### src/rtl/icache_if.sv
// Fetch-side and memory-side handshake bundle for the instruction cache.
// The cache uses the slave view; whoever drives fetch requests and memory replies uses master.
interface icache_if;
    logic        fetch_valid;
    logic [31:0] fetch_pc;
    logic        fetch_ready;
    logic [31:0] fetch_inst;
    logic        mem_if_enable;
    logic [31:0] mem_inst_addr;
    logic        mem_if_ready;
    logic [31:0] mem_inst;

    modport slave (
        input  fetch_valid, fetch_pc, mem_if_ready, mem_inst,
        output fetch_ready, fetch_inst, mem_if_enable, mem_inst_addr
    );

    modport master (
        output fetch_valid, fetch_pc, mem_if_ready, mem_inst,
        input  fetch_ready, fetch_inst, mem_if_enable, mem_inst_addr
    );
endinterface

### src/rtl/icache.sv
// Direct-mapped, one-word-per-line instruction cache with zero-latency hits
// and a single outstanding miss toward the memory controller.
module icache #(
    parameter int INDEX_BITS = 6,
    parameter int ADDR_BITS  = 18
) (
    input  logic     clk_in,
    input  logic     rst_in,
    input  logic     rdy_in,
    input  logic     clear,
    icache_if.slave  bus
);
    localparam int LINES    = 1 << INDEX_BITS;
    localparam int TAG_BITS = ADDR_BITS - 2 - INDEX_BITS;

    typedef enum logic {IDLE, MISS} state_t;

    state_t                state;
    state_t                next_state;
    logic [LINES-1:0]      valid_q;
    logic [TAG_BITS-1:0]   tag_q  [LINES];
    logic [31:0]           data_q [LINES];
    logic [31:0]           miss_addr;

    logic [INDEX_BITS-1:0] req_index;
    logic [TAG_BITS-1:0]   req_tag;
    logic [INDEX_BITS-1:0] fill_index;
    logic [TAG_BITS-1:0]   fill_tag;
    logic                  hit;
    logic                  start_miss;
    logic                  fill;
    logic                  unused_pc_bits;

    assign req_index  = bus.fetch_pc[INDEX_BITS+1:2];
    assign req_tag    = bus.fetch_pc[ADDR_BITS-1:INDEX_BITS+2];
    assign fill_index = miss_addr[INDEX_BITS+1:2];
    assign fill_tag   = miss_addr[ADDR_BITS-1:INDEX_BITS+2];
    assign unused_pc_bits = ^{bus.fetch_pc[31:ADDR_BITS], bus.fetch_pc[1:0]};

    assign hit = bus.fetch_valid & valid_q[req_index] & (tag_q[req_index] == req_tag);

    assign bus.mem_if_enable = (state == MISS);
    assign bus.mem_inst_addr = miss_addr;

    // Hits are answered only from IDLE; a clear aborts a miss and wins over a same-cycle fill.
    always_comb begin
        next_state     = state;
        start_miss     = 1'b0;
        fill           = 1'b0;
        bus.fetch_ready = 1'b0;
        bus.fetch_inst  = 32'h0;
        case (state)
            IDLE: begin
                if (hit) begin
                    bus.fetch_inst = data_q[req_index];
                end
                bus.fetch_ready = hit & rdy_in & ~clear;
                if (bus.fetch_valid & ~hit & rdy_in & ~clear) begin
                    start_miss = 1'b1;
                    next_state = MISS;
                end
            end
            MISS: begin
                if (rdy_in) begin
                    if (clear) begin
                        next_state = IDLE;
                    end else if (bus.mem_if_ready) begin
                        fill       = 1'b1;
                        next_state = IDLE;
                    end
                end
            end
            default: next_state = IDLE;
        endcase
    end

    always_ff @(posedge clk_in or posedge rst_in) begin
        if (rst_in) begin
            state <= IDLE;
        end else if (rdy_in) begin
            state <= next_state;
        end
    end

    always_ff @(posedge clk_in or posedge rst_in) begin
        if (rst_in) begin
            valid_q   <= '0;
            miss_addr <= 32'h0;
        end else begin
            if (start_miss) begin
                miss_addr <= {bus.fetch_pc[31:2], 2'b00};
            end
            if (fill) begin
                valid_q[fill_index] <= 1'b1;
            end
        end
    end

    // Tag and data storage carry no reset; the valid bits gate every use.
    always_ff @(posedge clk_in) begin
        if (fill) begin
            tag_q[fill_index]  <= fill_tag;
            data_q[fill_index] <= bus.mem_inst;
        end
    end
endmodule
### src/flat_wrapper.sv
// flat-port wrapper written by rule: the top's interface ports become plain ports
module icache_flat 
#(
    parameter int INDEX_BITS = 6,
    parameter int ADDR_BITS  = 18
)
  (clk_in, rst_in, rdy_in, clear, bus_fetch_valid, bus_fetch_pc, bus_mem_if_ready, bus_mem_inst, bus_fetch_ready, bus_fetch_inst, bus_mem_if_enable, bus_mem_inst_addr);
  icache_if bus_i ();
  input  logic clk_in;
  input  logic rst_in;
  input  logic rdy_in;
  input  logic clear;
  input wire logic [$bits(bus_i.fetch_valid)-1:0] bus_fetch_valid;
  input wire logic [$bits(bus_i.fetch_pc)-1:0] bus_fetch_pc;
  input wire logic [$bits(bus_i.mem_if_ready)-1:0] bus_mem_if_ready;
  input wire logic [$bits(bus_i.mem_inst)-1:0] bus_mem_inst;
  output wire logic [$bits(bus_i.fetch_ready)-1:0] bus_fetch_ready;
  output wire logic [$bits(bus_i.fetch_inst)-1:0] bus_fetch_inst;
  output wire logic [$bits(bus_i.mem_if_enable)-1:0] bus_mem_if_enable;
  output wire logic [$bits(bus_i.mem_inst_addr)-1:0] bus_mem_inst_addr;
  assign bus_i.fetch_valid = bus_fetch_valid;
  assign bus_i.fetch_pc = bus_fetch_pc;
  assign bus_i.mem_if_ready = bus_mem_if_ready;
  assign bus_i.mem_inst = bus_mem_inst;
  assign bus_fetch_ready = bus_i.fetch_ready;
  assign bus_fetch_inst = bus_i.fetch_inst;
  assign bus_mem_if_enable = bus_i.mem_if_enable;
  assign bus_mem_inst_addr = bus_i.mem_inst_addr;
  icache #(.INDEX_BITS(INDEX_BITS), .ADDR_BITS(ADDR_BITS)) u_core (.clk_in(clk_in), .rst_in(rst_in), .rdy_in(rdy_in), .clear(clear), .bus(bus_i));
endmodule
### config.mk
export PLATFORM = sky130hd
export DESIGN_NAME = icache_flat
export DESIGN_NICKNAME = d
export VERILOG_FILES = /design/src/rtl/icache_if.sv /design/src/rtl/icache.sv /design/src/flat_wrapper.sv
export SDC_FILE = /design/constraint.sdc
export NUM_CORES = 2
export LEC_CHECK = 0
export BUFFER_PORTS_ARGS = -buffer_cell sky130_fd_sc_hd__buf_2
export CORE_MARGIN = 2
export CORE_UTILIZATION = 55
export CTS_CLUSTER_SIZE = 14
export DETAILED_ROUTE_END_ITERATION = 7
export PLACE_DENSITY = 0.74
export SETUP_SLACK_MARGIN = 0.02
export SYNTH_ARGS = -nofsm -noshare
export SYNTH_HDL_FRONTEND = slang
export SYNTH_SLANG_ARGS = --single-unit
### constraint.sdc
create_clock -name clk_in -period 3.6 [get_ports clk_in]
set_clock_uncertainty 0.05 [all_clocks]
set_input_delay 0.54 -clock clk_in [delete_from_list [all_inputs] [get_ports clk_in]]
set_output_delay 0.54 -clock clk_in [all_outputs]
set_load 0.02 [all_outputs]
# Yosys cells after proc, flatten, opt, wreduce, memory -nomap -nowiden
# Memory sizes are Yosys's and may differ from the RTL's.
# Index checks and enable logic that the tools add are counted.
# Widths: inputs -> output; s select.
# word_totals
latchBits	0
regBits	95
ram_bits	2688
mem_bits_ro	0
wordCells	39
memories	2
output_inout_bits	66
input_bits	70
# memory_table
name	depth	width	read_ports	rd_ports_with_merged_regs	wr	line	text
u_core.data_q	64	32	1	0	1	icache.sv:22	logic [31:0] data_q [LINES];
u_core.tag_q	64	10	1	0	1	icache.sv:21	logic [TAG_BITS-1:0] tag_q [LINES];
# classes
mul	0
bitwise_logic	11
reduce_logical	1
mux	18
div_mod_pow	0
add_sub_neg	0
shift	0
n_lt_le_gt_ge	3
eq_ne	1
# op_table
op	n
$mux 32	2
$or 64x64->64	1
$lt 6x7->1 const B	2
$mux 1	13
$eq 10x10->1	1
$and 1x1->1	7
$bmux 1 s6	1
$demux 1 s6	1
$ge 6x1->1 const B	1
$not 1->1	3
$pmux 1 s2	1
$logic_and 1x1->1	1

# Longest topological paths before layout
# logic_depth
word_depth	10
ltp_mapped	15
depth_no_buf	9

# Worst setup path after synthesis
# No wires, ideal clock.
# synth_path
kind	input to output
from	input port bus_fetch_pc[2]
to	output port bus_fetch_inst[0]
arrival_ns	3.398
t_required_ns	3.010
setup_slack_ns	-0.388
path_buffers	6
stages	10
cell_sequence	buf_6 -> buf_6 -> buf_6 -> buf_2 -> clkbuf_1 -> buf_2 -> mux4_2 -> mux4_2 -> mux4_2 -> nor2b_1
# synth_between
elab_chain_cells	6
word_cells_on_any_way	9
classes_between	eq/ne (1); mux (4); bitwise (2); memory (2)
# synth_lines
element	line	text
start: declaration	flat_wrapper.sv:14	input wire logic [$bits(bus_i.fetch_pc)-1:0] bus_fetch_pc;
branches (longest 4 deep; another with $mem_v2 64x10)	n/a	
$mux 32 (*)	icache.sv:54	if (hit) begin
$mux 32 (*)	icache.sv:52	case (state)
end: declaration	flat_wrapper.sv:18	output wire logic [$bits(bus_i.fetch_inst)-1:0] bus_fetch_inst;
# Every way passes the cells marked *. The select of a mux whose other input is x is not followed.

# Worst setup path after layout
# layout_path
from	memory u_core.tag_q[53][0] (netlist name)
to	output port bus_fetch_inst[21]
# layout_between
elab_chain_cells	5
# layout_lines
element	line	text
start: declaration	icache.sv:21	
$mem_v2 64x10	n/a	
$eq 10x10->1	icache.sv:40	assign hit = bus.fetch_valid & valid_q[req_index] & (tag_q[req_index] == req_tag);
$and 1x1->1	icache.sv:40	
$mux 32	icache.sv:54	
$mux 32	icache.sv:52	
# Every way passes these cells.

==> results.sh <==
export IMPL_status="finished with violations"
export IMPL_violations="setup timing"
export IMPL_ys_top_cells_by_area="edfxtp_1 (76%), mux4_2 (16%), dfrtp_1 (2.2%), mux2i_1 (1.5%), buf_2 (0.47%)"
export IMPL_post_dp_hpwl_um=155000
export IMPL_ios=136
export IMPL_met1_length_um=107000
export IMPL_first_pass_iters=6
export IMPL_drv_cap=0
export IMPL_ir_drop_uv=455
export IMPL_synth_ff_type="edfxtp_1"
export IMPL_critPathLaunchType="flip-flop"
export IMPL_synth_area_um2=107000
export IMPL_reg2reg_slack_ps=190
export IMPL_regArea_um2=83100
export IMPL_placed_cell_area_um2=115000
export IMPL_cts_tree="done"
export IMPL_grt_max_degree=74
export IMPL_combPwrFrac_pct=6.0
export IMPL_critical_path_class="flip-flop to output pin"
export IMPL_clk_pin_slew_worst_paths_ps=70
export IMPL_fillCellCount=11600
export IMPL_p_clk_share_pct=41.6
export IMPL_viasPerCell=7.07
export IMPL_cp_end_kind="output pin"
export IMPL_ant_nets=0
export IMPL_drv_slew=0
export IMPL_top_layer="met5"
export IMPL_synth_edf_count=2688
export IMPL_finalNetCount=5221
export IMPL_wl_um=322000
export IMPL_core_area_um2=193000
export IMPL_worstMarginPinSlew_ps=1160
export IMPL_r2r_end="u_core.bus.mem_inst_addr[14]"
export IMPL_postSynthAreaPerCell_um2=23.7
export IMPL_finalWorstSetupSlack_ps=-1010
export IMPL_die_h_um=445
export IMPL_root_buffer="clkbuf_16"
export IMPL_synth_most_common_cell="edfxtp_1"
export IMPL_cts_made_buffers=287
export IMPL_synth_distinct_cells=60
export IMPL_max_freq_mhz=217
export IMPL_clock_latency_ps=930
export IMPL_seqPwrFrac_pct=52.5
export IMPL_dieArea_um2=198000
export IMPL_ys_async_sr_fraction_pct=3.41
export IMPL_syn_inst=4510
export IMPL_die_x_um=445
export IMPL_p_leak_nw=40.6
export IMPL_relSlewSlack_pct=23.0
export IMPL_synth_common_cells="edfxtp_1 (2688), mux4_2 (771), mux2i_1 (164)"
export IMPL_setup_viol=33
export IMPL_wl_met2_um=156000
export IMPL_route_detailed_drc=0
export IMPL_ys_ff_latch=2783
export IMPL_grt_pass1_wl_um=441000
export IMPL_syn_to_final_growth_pct=16.8
export IMPL_multi_input_area_um2=23400
export IMPL_layout_drive_gt1_share_pct=36.4
export IMPL_numClockSinks=2783
export IMPL_hold_path_startpoint="bus_fetch_pc[17]"
export IMPL_num_rows=161
export IMPL_wl_met3_um=41900
export IMPL_port_buffers=131
export IMPL_initialDrtViolationCount=9569
export IMPL_grt_antenna_before_repair=17
export IMPL_reg2regPathDepth=13
export IMPL_synth_sequential_area_ratio_pct=77.8
export IMPL_internal_power_mw=54.5
export IMPL_hold_viol=0
export IMPL_post_route_period_util_pct=128
export IMPL_worstReg2RegStart="u_core.valid_q[43]"
export IMPL_p_sw_mw=14.8
export IMPL_grt_pass1_vias=55800
export IMPL_yosysTopAreaCell="edfxtp_1"
export IMPL_powerDensity_nw_per_um2=555
export IMPL_place_gp_congestion=0.856
export IMPL_floorplan_initialDensity_pct=55.4
export IMPL_via_count=55700
export IMPL_track_usage_pct=32.7
export IMPL_setup_tns_ps=-31920
export IMPL_arrival_ps=4020
export IMPL_switching_share_pct=21.3
export IMPL_period_needed_ps=4610
export IMPL_rsz0062_at_grt="yes"
export IMPL_hold_path_depth=3
export IMPL_cp_required_ps=3010
export IMPL_hp_class="input pin to flip-flop"
export IMPL_routedWlPerCell_um=40.8
export IMPL_yosysWarningCount=0
export IMPL_clockBufferDepth=4
export IMPL_stdcell_area_um2=125000
export IMPL_hold_path_end="u_core.bus.mem_inst_addr[17]"
export IMPL_overflow=0
export IMPL_ctsHtreeMaxLevel=5
export IMPL_yosysTopAreaCellShare_pct=75.5
export IMPL_critPathLaunch="u_core.tag_q[53][0]"
export IMPL_path_max_fanout=9
## worst max path at each step
stage | cells past startpoint | endpoint | slack [ps]
6_report | 13 | bus_fetch_inst[21] | -1010
5_1_grt | 13 | bus_fetch_ready | -1160
4_1_cts | 14 | bus_fetch_inst[21] | -930
3_5_place_dp | 16 | bus_fetch_inst[14] | -840
3_3_place_gp | 15 | bus_fetch_inst[24] | -820
2_1_floorplan | 10 | bus_fetch_inst[22] | -40
## per-stage QoR
step	utilization [%]	total power, mW	instances	worst slack (ps)	hold slack [ps]
global route	64.8	70.7	7884	-1160	73.0
global placement	59.7	40.9	7347	-822	396
floorplan	-	39.4	4511	-36.4	384
finish	64.8	69.2	7886	-1010	95.7
CTS	64.7	69.3	7871	-929	46.9
detailed placement	59.7	41.0	7347	-838	398
## power groups by stage
stage | Clock [mW] | Sequential [mW] | Combinational (mW)
final | 28.8 | 36.3 | 4.13
after global routing | 30.0 | 36.3 | 4.34
after floorplan | 0 | 37.3 | 2.09
after global placement | 0 | 37.0 | 3.89
after detailed placement | 0 | 37.0 | 3.98
after CTS | 28.9 | 36.3 | 4.10
## flip-flops by register name, summed over array words and instances, names as in the netlist
name / count
u_core.data_q: 2048
u_core.tag_q: 640
u_core.valid_q: 64
u_core.bus.mem_inst_addr: 30
u_core.bus.mem_if_enable: 1
## per-layer routing
| metal | vias to the layer above | GRT usage, % |
|---|---|---|
| li1 | 20500 | - |
| met3 | 894 | 7.61 |
| met1 | 29300 | 43.2 |
| met5 | - | 0 |
| met4 | 10 | 15.4 |
| met2 | 5030 | 52.0 |
## cell usage in the layout, fill, tap and decap left out, types with 6 or more instances in the layout
cell           instances
a31oi_1                9
a22oi_1               45
buf_6                 31
clkbuf_1              60
bufinv_16             21
mux2i_2                7
nor2b_4               21
a21oi_1               16
buf_4                288
clkinvlp_4             6
clkinv_2              37
nand2b_1               7
buf_2                 94
a211oi_2               6
clkbuf_16            297
edfxtp_1            2688
mux2i_1              157
or2_2                 64
nand3b_1              10
nor2b_1               27
mux2_4                30
nor2_4                64
dfrtp_1               91
nand4_1                8
o21ai_0                8
nand3_1               31
nand2_1               59
a221oi_1               7
clkbuf_8               8
clkinv_1              54
nor2_1                20
dlygate4sd3_1         26
diode_2               12
buf_12               140
mux4_2               771
mux2_2                 8
## worst max-delay path: stages (launching register included)
cell and delay (ps):
edfxtp_1 360, mux4_2 460, o211ai_1 220, buf_4 150
a21o_1 110, nand4_1 160, o21ai_2 200, nand3b_1 180
nor4_4 400, nand3_4 140, buf_12 200, buf_16 190
nor2b_2 120, buf_4 150
## kinds of logic after synthesis
| group | synth area share [%] |
|---|---|
| flip-flops | 77.8 |
| buffers and inverters | 1.17 |
| AO/OA/AOI/OAI | 1.01 |
| XOR/XNOR | 0.0492 |
| AND/OR/NAND/NOR | 1.71 |
| other | 0.00351 |
| multiplexers | 18.3 |
## final cells by class
type / count / share of cell area, %
diodes: 12 / 0.0241
clock buffers: 364 / 6.20
clock inverters: 122 / 0.884
inverters: 7 / 0.0251
multi-input cells: 1482 / 18.7
flip-flops and latches: 2783 / 66.6
well taps: 2526 / 2.53
repair buffers: 590 / 5.04
## what timing repair did
action,CTS,global route
gates resized for setup,72,27
setup buffers,10,2
hold endpoints to repair,61,0
cloned,2,1
hold buffers,26,0
pin swaps,3,6
endpoints found under the setup margin,33,33
No activity file was read; power rests on OpenSTA's default activity.
